`src/rtl/mmul_pkg.sv`:
```
// Shared types, default dimensions and width helper for the matrix-multiply sequencer.
package mmul_pkg;

  localparam int RA_MAX_DEF = 8;
  localparam int CA_MAX_DEF = 8;
  localparam int CB_MAX_DEF = 8;
  localparam int LAT_DEF    = 2;

  typedef enum logic [1:0] {
    ST_IDLE  = 2'd0,
    ST_RUN   = 2'd1,
    ST_DRAIN = 2'd2,
    ST_DONE  = 2'd3
  } state_t;

  // Bits needed to index n entries, never less than one.
  function automatic int idx_w(input int n);
    return (n < 2) ? 1 : $clog2(n);
  endfunction

endpackage

```
`src/rtl/mmul_wrap_counter.sv`:
```
// Up-counter with a run-time last value; folds back to zero and flags the wrap
// so several instances can be chained as carry stages.
module mmul_wrap_counter #(
  parameter int W = 3
) (
  input  logic         clk,
  input  logic         rst_n,
  input  logic         clr,
  input  logic         en,
  input  logic [W-1:0] last,
  output logic [W-1:0] cnt,
  output logic         wrap
);

  logic [W-1:0] cnt_r;

  assign wrap = en && (cnt_r == last);
  assign cnt  = cnt_r;

  // Count register: clear wins, wrap folds to zero, enable steps by one.
  always_ff @(posedge clk or negedge rst_n) begin
    if (!rst_n) begin
      cnt_r <= '0;
    end else if (clr) begin
      cnt_r <= '0;
    end else if (wrap) begin
      cnt_r <= '0;
    end else if (en) begin
      cnt_r <= cnt_r + W'(1'b1);
    end else begin
      cnt_r <= cnt_r;
    end
  end

endmodule

```
`src/rtl/mmul_sequencer.sv`:
```
// Run-time controller for the single-MAC matrix multiply: latches the job
// dimensions on start, steps (i, j, k) with k fastest, waits out the datapath
// latency and pulses completed.
module mmul_sequencer
  import mmul_pkg::*;
#(
  parameter int RA_MAX = RA_MAX_DEF,
  parameter int CA_MAX = CA_MAX_DEF,
  parameter int CB_MAX = CB_MAX_DEF,
  parameter int LAT    = LAT_DEF
) (
  input  logic                          clk,
  input  logic                          rst_n,
  input  logic                          start,
  input  logic                          abort,
  input  logic                          stall,
  input  logic [$clog2(RA_MAX+1)-1:0]   cfg_ra,
  input  logic [$clog2(CA_MAX+1)-1:0]   cfg_ca,
  input  logic [$clog2(CB_MAX+1)-1:0]   cfg_cb,
  output logic                          mac_valid,
  output logic [idx_w(RA_MAX)-1:0]      idx_i,
  output logic [idx_w(CB_MAX)-1:0]      idx_j,
  output logic [idx_w(CA_MAX)-1:0]      idx_k,
  output logic                          acc_clr,
  output logic                          acc_wr,
  output logic                          busy,
  output logic                          completed,
  output logic                          err
);

  localparam int RW     = $clog2(RA_MAX+1);
  localparam int CW     = $clog2(CA_MAX+1);
  localparam int BW     = $clog2(CB_MAX+1);
  localparam int IW     = idx_w(RA_MAX);
  localparam int JW     = idx_w(CB_MAX);
  localparam int KW     = idx_w(CA_MAX);
  localparam int DW     = idx_w(LAT+1);
  localparam int LAT_M1 = (LAT > 0) ? (LAT - 1) : 0;

  state_t          state_r, state_s;
  logic [RW-1:0]   ra_r;
  logic [CW-1:0]   ca_r;
  logic [BW-1:0]   cb_r;
  logic [DW-1:0]   drain_r;
  logic            mac_valid_r, busy_r, completed_r, err_r;
  logic            cfg_ok_s, start_ok_s, start_bad_s, accept_s, clr_s;
  logic            k_wrap_s, j_wrap_s, i_wrap_s;
  logic [IW-1:0]   i_s, i_last_s;
  logic [JW-1:0]   j_s, j_last_s;
  logic [KW-1:0]   k_s, k_last_s;

  assign cfg_ok_s    = (cfg_ra != '0) && (cfg_ra <= RW'(RA_MAX)) &&
                       (cfg_ca != '0) && (cfg_ca <= CW'(CA_MAX)) &&
                       (cfg_cb != '0) && (cfg_cb <= BW'(CB_MAX));
  assign start_ok_s  = (state_r == ST_IDLE) && start && !abort && cfg_ok_s;
  assign start_bad_s = (state_r == ST_IDLE) && start && !abort && !cfg_ok_s;
  // Abort beats acceptance, so a cancelled cycle never advances the indices.
  assign accept_s    = (state_r == ST_RUN) && !stall && !abort;
  assign clr_s       = start_ok_s ||
                       (((state_r == ST_RUN) || (state_r == ST_DRAIN)) && abort);

  assign i_last_s = IW'(ra_r - RW'(1'b1));
  assign j_last_s = JW'(cb_r - BW'(1'b1));
  assign k_last_s = KW'(ca_r - CW'(1'b1));

  mmul_wrap_counter #(.W(KW)) u_cnt_k (
    .clk(clk), .rst_n(rst_n), .clr(clr_s), .en(accept_s),
    .last(k_last_s), .cnt(k_s), .wrap(k_wrap_s)
  );
  mmul_wrap_counter #(.W(JW)) u_cnt_j (
    .clk(clk), .rst_n(rst_n), .clr(clr_s), .en(k_wrap_s),
    .last(j_last_s), .cnt(j_s), .wrap(j_wrap_s)
  );
  // i wraps only on acceptance of the final triple of the job.
  mmul_wrap_counter #(.W(IW)) u_cnt_i (
    .clk(clk), .rst_n(rst_n), .clr(clr_s), .en(j_wrap_s),
    .last(i_last_s), .cnt(i_s), .wrap(i_wrap_s)
  );

  // Next-state logic for the job sequence.
  always_comb begin
    state_s = state_r;
    case (state_r)
      ST_IDLE: begin
        if (start_ok_s) begin
          state_s = ST_RUN;
        end else begin
          state_s = ST_IDLE;
        end
      end
      ST_RUN: begin
        if (abort) begin
          state_s = ST_IDLE;
        end else if (i_wrap_s) begin
          state_s = (LAT == 0) ? ST_DONE : ST_DRAIN;
        end else begin
          state_s = ST_RUN;
        end
      end
      ST_DRAIN: begin
        if (abort) begin
          state_s = ST_IDLE;
        end else if (drain_r == '0) begin
          state_s = ST_DONE;
        end else begin
          state_s = ST_DRAIN;
        end
      end
      ST_DONE: begin
        state_s = ST_IDLE;
      end
      default: begin
        state_s = ST_IDLE;
      end
    endcase
  end

  // State register.
  always_ff @(posedge clk or negedge rst_n) begin
    if (!rst_n) begin
      state_r <= ST_IDLE;
    end else begin
      state_r <= state_s;
    end
  end

  // Job dimensions are captured once at an accepted start and held for the job.
  always_ff @(posedge clk or negedge rst_n) begin
    if (!rst_n) begin
      ra_r <= '0;
      ca_r <= '0;
      cb_r <= '0;
    end else if (start_ok_s) begin
      ra_r <= cfg_ra;
      ca_r <= cfg_ca;
      cb_r <= cfg_cb;
    end else begin
      ra_r <= ra_r;
      ca_r <= ca_r;
      cb_r <= cb_r;
    end
  end

  // Drain down-counter: loaded with LAT-1 on the last issue, exits DRAIN at zero.
  always_ff @(posedge clk or negedge rst_n) begin
    if (!rst_n) begin
      drain_r <= '0;
    end else if ((state_r == ST_RUN) && i_wrap_s) begin
      drain_r <= DW'(LAT_M1);
    end else if ((state_r == ST_DRAIN) && (drain_r != '0)) begin
      drain_r <= drain_r - DW'(1'b1);
    end else begin
      drain_r <= drain_r;
    end
  end

  // Status flags registered from the next state so they align with it.
  always_ff @(posedge clk or negedge rst_n) begin
    if (!rst_n) begin
      mac_valid_r <= 1'b0;
      busy_r      <= 1'b0;
      completed_r <= 1'b0;
      err_r       <= 1'b0;
    end else begin
      mac_valid_r <= (state_s == ST_RUN);
      busy_r      <= (state_s != ST_IDLE);
      completed_r <= (state_s == ST_DONE);
      err_r       <= start_bad_s;
    end
  end

  assign mac_valid = mac_valid_r;
  assign busy      = busy_r;
  assign completed = completed_r;
  assign err       = err_r;
  assign idx_i     = i_s;
  assign idx_j     = j_s;
  assign idx_k     = k_s;
  assign acc_clr   = mac_valid_r && (k_s == '0);
  assign acc_wr    = mac_valid_r && (k_s == k_last_s);

endmodule

```
`config.mk`:
```
export PLATFORM = sky130hd
export DESIGN_NAME = mmul_sequencer
export DESIGN_NICKNAME = d
export VERILOG_FILES = /design/src/rtl/mmul_pkg.sv /design/src/rtl/mmul_wrap_counter.sv /design/src/rtl/mmul_sequencer.sv
export SDC_FILE = /design/constraint.sdc
export NUM_CORES = 1
export LEC_CHECK = 0
export CAP_MARGIN = 5
export CORE_MARGIN = 3
export CORE_UTILIZATION = 35
export CTS_CLUSTER_DIAMETER = 120
export DETAILED_ROUTE_END_ITERATION = 8
export GPL_TIMING_DRIVEN = 1
export PLACE_DENSITY = 0.64
export SETUP_SLACK_MARGIN = 0.1
export SYNTH_ARGS = -nofsm -noshare
export SYNTH_HDL_FRONTEND = slang
export SYNTH_HIERARCHICAL = 1
export SYNTH_SLANG_ARGS = --single-unit
```
`constraint.sdc`:
```
create_clock -name clk -period 2.7 [get_ports clk]
set_clock_uncertainty 0.2 [all_clocks]
set_input_delay 0.54 -clock clk [delete_from_list [all_inputs] [get_ports clk]]
set_output_delay 0.54 -clock clk [all_outputs]
set_load 0.02 [all_outputs]
```
# After elaboration in Yosys (flattened, before gate mapping)
# Cells that the tools add are included.
# op_classes
addsub	7
order_cmp	3
n_eq_ne	8
muxes	17
reduce_logical	36
# op_table
cell	n
3-bit two-way mux	9
1-bit logical AND	19
4-bit <= comparator (second input constant)	3
4-bit nonzero test	3
2-bit two-way mux	5
3-bit by 1-bit adder with 3-bit output (second input constant)	3
3-bit == test	3
3-bit nonzero test	3
3-bit by 1-bit subtractor with 3-bit output (second input constant)	3
2-bit one-hot mux with 4 select lines	1
2-bit == test (second input constant)	3
2-bit nonzero test	3
2-bit by 1-bit == test with 1-bit output (second input constant)	2
2-bit zero test	2
1-bit zero test	3
3-bit zero test	1
1-bit logical OR	2
1-bit two-way mux	2
2-bit by 1-bit subtractor with 2-bit output (second input constant)	1
# word_totals
register_bits	26
input_bits	17
output_inout_bits	15
elab_cells	83

# Depth between registers and ports, before layout
# logic_depth
ltp_word	10
depth_mapped	14

# Modules after synthesis
# The synthesis kept the hierarchy.
# by_module_without_submodules
module	instances	cells_per_inst	area_per_inst_um2	seq_area_each_um2
mmul_sequencer	1	86	935.9	425.4
mmul_wrap_counter	3	22	236.5	75.1

# Least setup slack after synthesis
# No wires, ideal clock.
# synth_path
kind	reg-to-reg
start	register ca_r[0]
end	register completed_r, in the netlist completed
setup_time_ps	78
arrival_time_ps	2502
required_ps	2422
slack_ps	-80
path_stages_with_launch	15
n_path_buf	2
synth_period_minus_slack_ps	2780
path_cell_list	dfrtp_1 inv_1 ha_1 xor2_1 xor2_1 nor2_2 and3_2 buf_6 and3_2 buf_6 and3_2 inv_1 a22oi_1 or3_1 a21oi_1
# synth_between
elab_chain_len	9
# synth_lines
element	line_no	rtl
start, declared	mmul_sequencer.sv:42	logic [CW-1:0] ca_r;
start signal, assigned	mmul_sequencer.sv:135	ca_r <= cfg_ca;
start signal, assigned	mmul_sequencer.sv:139	ca_r <= ca_r;
3-bit by 1-bit subtractor with 3-bit output	mmul_sequencer.sv:64	assign k_last_s = KW'(ca_r - CW'(1'b1));
via k_last_s[0]	mmul_sequencer.sv:50	logic [KW-1:0] k_s, k_last_s;
3-bit == test	mmul_wrap_counter.sv:17	assign wrap = en && (cnt_r == last);
1-bit logical AND	mmul_wrap_counter.sv:17	
via k_wrap_s	mmul_sequencer.sv:47	logic k_wrap_s, j_wrap_s, i_wrap_s;
1-bit logical AND	mmul_wrap_counter.sv:17	
via j_wrap_s	mmul_sequencer.sv:47	
1-bit logical AND	mmul_wrap_counter.sv:17	
via i_wrap_s	mmul_sequencer.sv:47	
2-bit two-way mux	mmul_sequencer.sv:94	end else if (i_wrap_s) begin
2-bit two-way mux	mmul_sequencer.sv:92	if (abort) begin
2-bit one-hot mux with 4 select lines	mmul_sequencer.sv:83	case (state_r)
2-bit == test	mmul_sequencer.sv:167	completed_r <= (state_s == ST_DONE);
end signal, assigned	mmul_sequencer.sv:167	
end, declared	mmul_sequencer.sv:45	logic mac_valid_r, busy_r, completed_r, err_r;
# The timed path passes the listed nets, and every way through them passes these cells.
# A chain may end at the register's enable or synchronous reset.

# Worst setup path in the final report
# layout_path
start	register ca_r[0]
end	register mac_valid_r, in the netlist mac_valid
# layout_between
elab_chain_len	9
# layout_lines
element	line_no	rtl
3-bit by 1-bit subtractor with 3-bit output	mmul_sequencer.sv:64	
via k_last_s[0]	mmul_sequencer.sv:50	
3-bit == test	mmul_wrap_counter.sv:17	
1-bit logical AND	mmul_wrap_counter.sv:17	
via k_wrap_s	mmul_sequencer.sv:47	
1-bit logical AND	mmul_wrap_counter.sv:17	
via j_wrap_s	mmul_sequencer.sv:47	
1-bit logical AND	mmul_wrap_counter.sv:17	
via i_wrap_s	mmul_sequencer.sv:47	
2-bit two-way mux	mmul_sequencer.sv:94	
2-bit two-way mux	mmul_sequencer.sv:92	
2-bit one-hot mux with 4 select lines	mmul_sequencer.sv:83	
via state_s[1]	mmul_sequencer.sv:40	state_t state_r, state_s;
2-bit by 1-bit == test with 1-bit output	mmul_sequencer.sv:165	mac_valid_r <= (state_s == ST_RUN);
end signal, assigned	mmul_sequencer.sv:165	
end, declared	mmul_sequencer.sv:45	
# The timed path passes the listed nets, and every way through them passes these cells.

==> flow_summary.ini <==
[floorplanning]
start_util_pct = 37.02
core-area_um2 = 4444
boundaryPins = 32
fp.dieH_um = 74.57
dieArea_um2 = 5560
die_x_um = 74.57
rows = 24

[timing]
layout_setup_ws_ns = 0.2008
min_period_ns = 2.499
setup_tns_ns = 0
fin_hold_ws_ns = 0.3130
tightestPinTransition_ns = 0.3532
slew_headroom_pct = 76.28
drv_slew = 0
hold_viol = 0
fmaxAchievable_mhz = 400.1
rsz0062_at_grt = true
period_share_pct = 92.56
setup-violations-final = 0

[pwr]
p_seq_share_pct = 39.8
switching_share_pct = 34.98
p_per_area_nw_per_um2 = 563.5
vdd_drop_max_v = 0.0002148
power_uw = 1232
intPower_uw = 801.3
p_clk_share_pct = 17.6
combinationalPowerShare_pct = 42.6
p_leak_uw = 0.0009755
p_switching_uw = 431.1

[logic_synthesis]
yosysMostFrequentCell = dfrtp_1
synth_area_um2 = 1645
yosys.area.top_type = dfrtp_1
ys_ff_latch = 26
avgSynthCellArea_um2 = 10.82
ys_seq_area_share_pct = 39.54
synth_edf_count = 0
yosysTopAreaCellShare_pct = 39.54
yosysWarnings = 6
ys_dominant_reg_cell = dfrtp_1
synthTopCellsByCount = dfrtp_1, inv_1, xor2_1
synth_async_sr_flop_share_pct = 100.0
synthCells = 152
synth_nets = 179
synth_cell_types = 29
synth_area_leaders = dfrtp_1, ha_1, xor2_1, xnor2_1, mux2_4

[place]
gp_congestion = 0.7158
post-place-cells = 242
place_ws_ns = -0.09724
dp_hpwl_um = 2766
numPortBuffers = 31

[worst_setup_path]
reg2reg_depth = 12
worstSetupStartpoint = ca_r[0]
critPathMaxFanout = 4
endpoint_kind = flop
reg2reg_from = ca_r[0]
worst_setup_path_start_kind = flop
path_class = flop to flop
cp.arrival_ns = 2.45
crit_required_ns = 2.65

[layout]
final_nets = 224
final_cells = 247
area_delta_synth_final_pct = 32.93
antennaDiodeCount = 0
drive_gt1_share_pct = 25.64

[route]
post_drt_wl_per_cell_um = 14.29
dr.pass1.iters = 4
vias_per_cell = 5.000
drt_iter0_markers = 28
drtAntennaViolNets = 0
num_vias = 1235
drc = 0
postRouteWirelength_um = 3530

[worst_hold_path]
hold_start = ra_r[0]
min_path_type = flop to flop
hold_depth = 1

[clocking]
ctsHtreeMaxLevel = 1
clk_pin_slew_ns = 0.09
clock_latency_ns = 0.26
cts_root_buffer = clkbuf_8
cts.sinks = 26
clk_path_buf_depth = 2
cts_buffers = 3
cts_tree = yes

[job]
maxCapViolations = 0

[global_routing]
grt_use_met2_pct = 25.17
track_usage_pct = 13.54
grt_pass1_wl_um = 5706
gr-usage-met3_pct = 1.622
antenna_found_initial = 0
grt_max_degree = 27
grt_pass1_vias = 1266
top_usage_layer = met2
use_met1_pct = 15.89
grt.overflow.total = 0

[outcome]
status = finished clean
## worst max-delay path: stages, from the launching register on
cell and delay [ns]:
dfrtp_1 0.40, inv_2 0.07, ha_4 0.17, xor2_4 0.18, xor2_1 0.17, nor2_2 0.12
and3_4 0.19, and3_4 0.17, and3_4 0.20, a21oi_2 0.05, or3_4 0.35, inv_2 0.07
a21oi_2 0.03
## state kept, by name, summed over array words and instances (netlist names)
register / cells
ca_r: 3
cb_r: 3
ra_r: 3
u_cnt_i/cnt: 3
u_cnt_j/cnt: 3
u_cnt_k/cnt: 3
drain_r: 2
state_r: 2
busy: 1
completed: 1
err: 1
mac_valid: 1
## metrics by stage
step                      util [%]  cell area (um^2)
after floorplan                  -              1703
after global placement       47.61              2116
after detailed placement     47.61              2116
after CTS                    48.51              2156
after global routing         49.21              2187
final                        49.21              2187
## power by group through the flow
stage / registers (uW) / logic, uW / clock network (uW)
after floorplan: 495 / 353 / 0
after global placement: 493 / 489 / 0
after detailed placement: 496 / 508 / 0
after CTS: 489 / 510 / 226
after global routing: 499 / 572 / 242
final: 490 / 526 / 217
## repair_timing
action | CTS | global route
endpoints found under the hold margin | 0 | 0
hold buffers | 0 | 0
pin swaps | 0 | 2
buffers inserted | 0 | 2
resized for setup | 1 | 3
endpoints found under the setup margin | 1 | 4
## cells by family after synthesis
| kind of cell | synth area share (%) |
|---|---|
| DFF | 39.54 |
| adders and majority gates | 7.605 |
| AOI/OAI and AO/OA | 11.18 |
| muxes | 9.125 |
| buffers and inverters | 6.159 |
| xor gates and xnor gates | 11.71 |
| and+or+nand+nor | 14.68 |
## cells in the final DEF (no fill, tap or decap), types with 2 or more instances in the layout
cell / count
nor2_2: 3
o21ai_0: 3
inv_1: 12
a311oi_2: 3
a21oi_1: 2
dfrtp_1: 26
inv_2: 3
nand2_1: 6
nor3_1: 3
a31oi_1: 3
a21oi_2: 3
mux2_2: 4
ha_1: 9
nor2_1: 3
nand3b_1: 3
buf_4: 13
clkdlybuf4s50_1: 30
clkbuf_8: 3
xnor2_1: 10
or3_4: 2
a31o_1: 3
xor2_1: 11
mux2i_1: 3
a211oi_2: 3
and3_4: 3
nand2b_1: 10
nand3_1: 4
mux2_4: 5
## final cells by class
type / instances / area (um^2)
multi-input combinational: 107 / 967.2
sequential: 26 / 650.6
clock buffer: 3 / 41.29
fill: 407 / 2257
timing repair buffer: 44 / 406.6
inverter: 15 / 56.30
tap: 52 / 65.06
## metal layers
| metal | vias up | wire [um] |
|---|---|---|
| li1 | 610 | - |
| met1 | 607 | 1520 |
| met2 | 16 | 1903 |
| met3 | 2 | 69 |
| met4 | 0 | 36 |
| met5 | - | 0 |
## path summary, 6_finish.rpt
kind / to / slack, ns
max: mac_valid / 0.20
min reg2reg: ra_r[0] / 0.31
max in group asynchronous: busy / 1.60
min in group asynchronous: u_cnt_i/cnt[2] / 0.44
max reg2reg: mac_valid / 0.20
min: ra_r[0] / 0.31
Note: power is estimated with default switching activity, not from simulation.
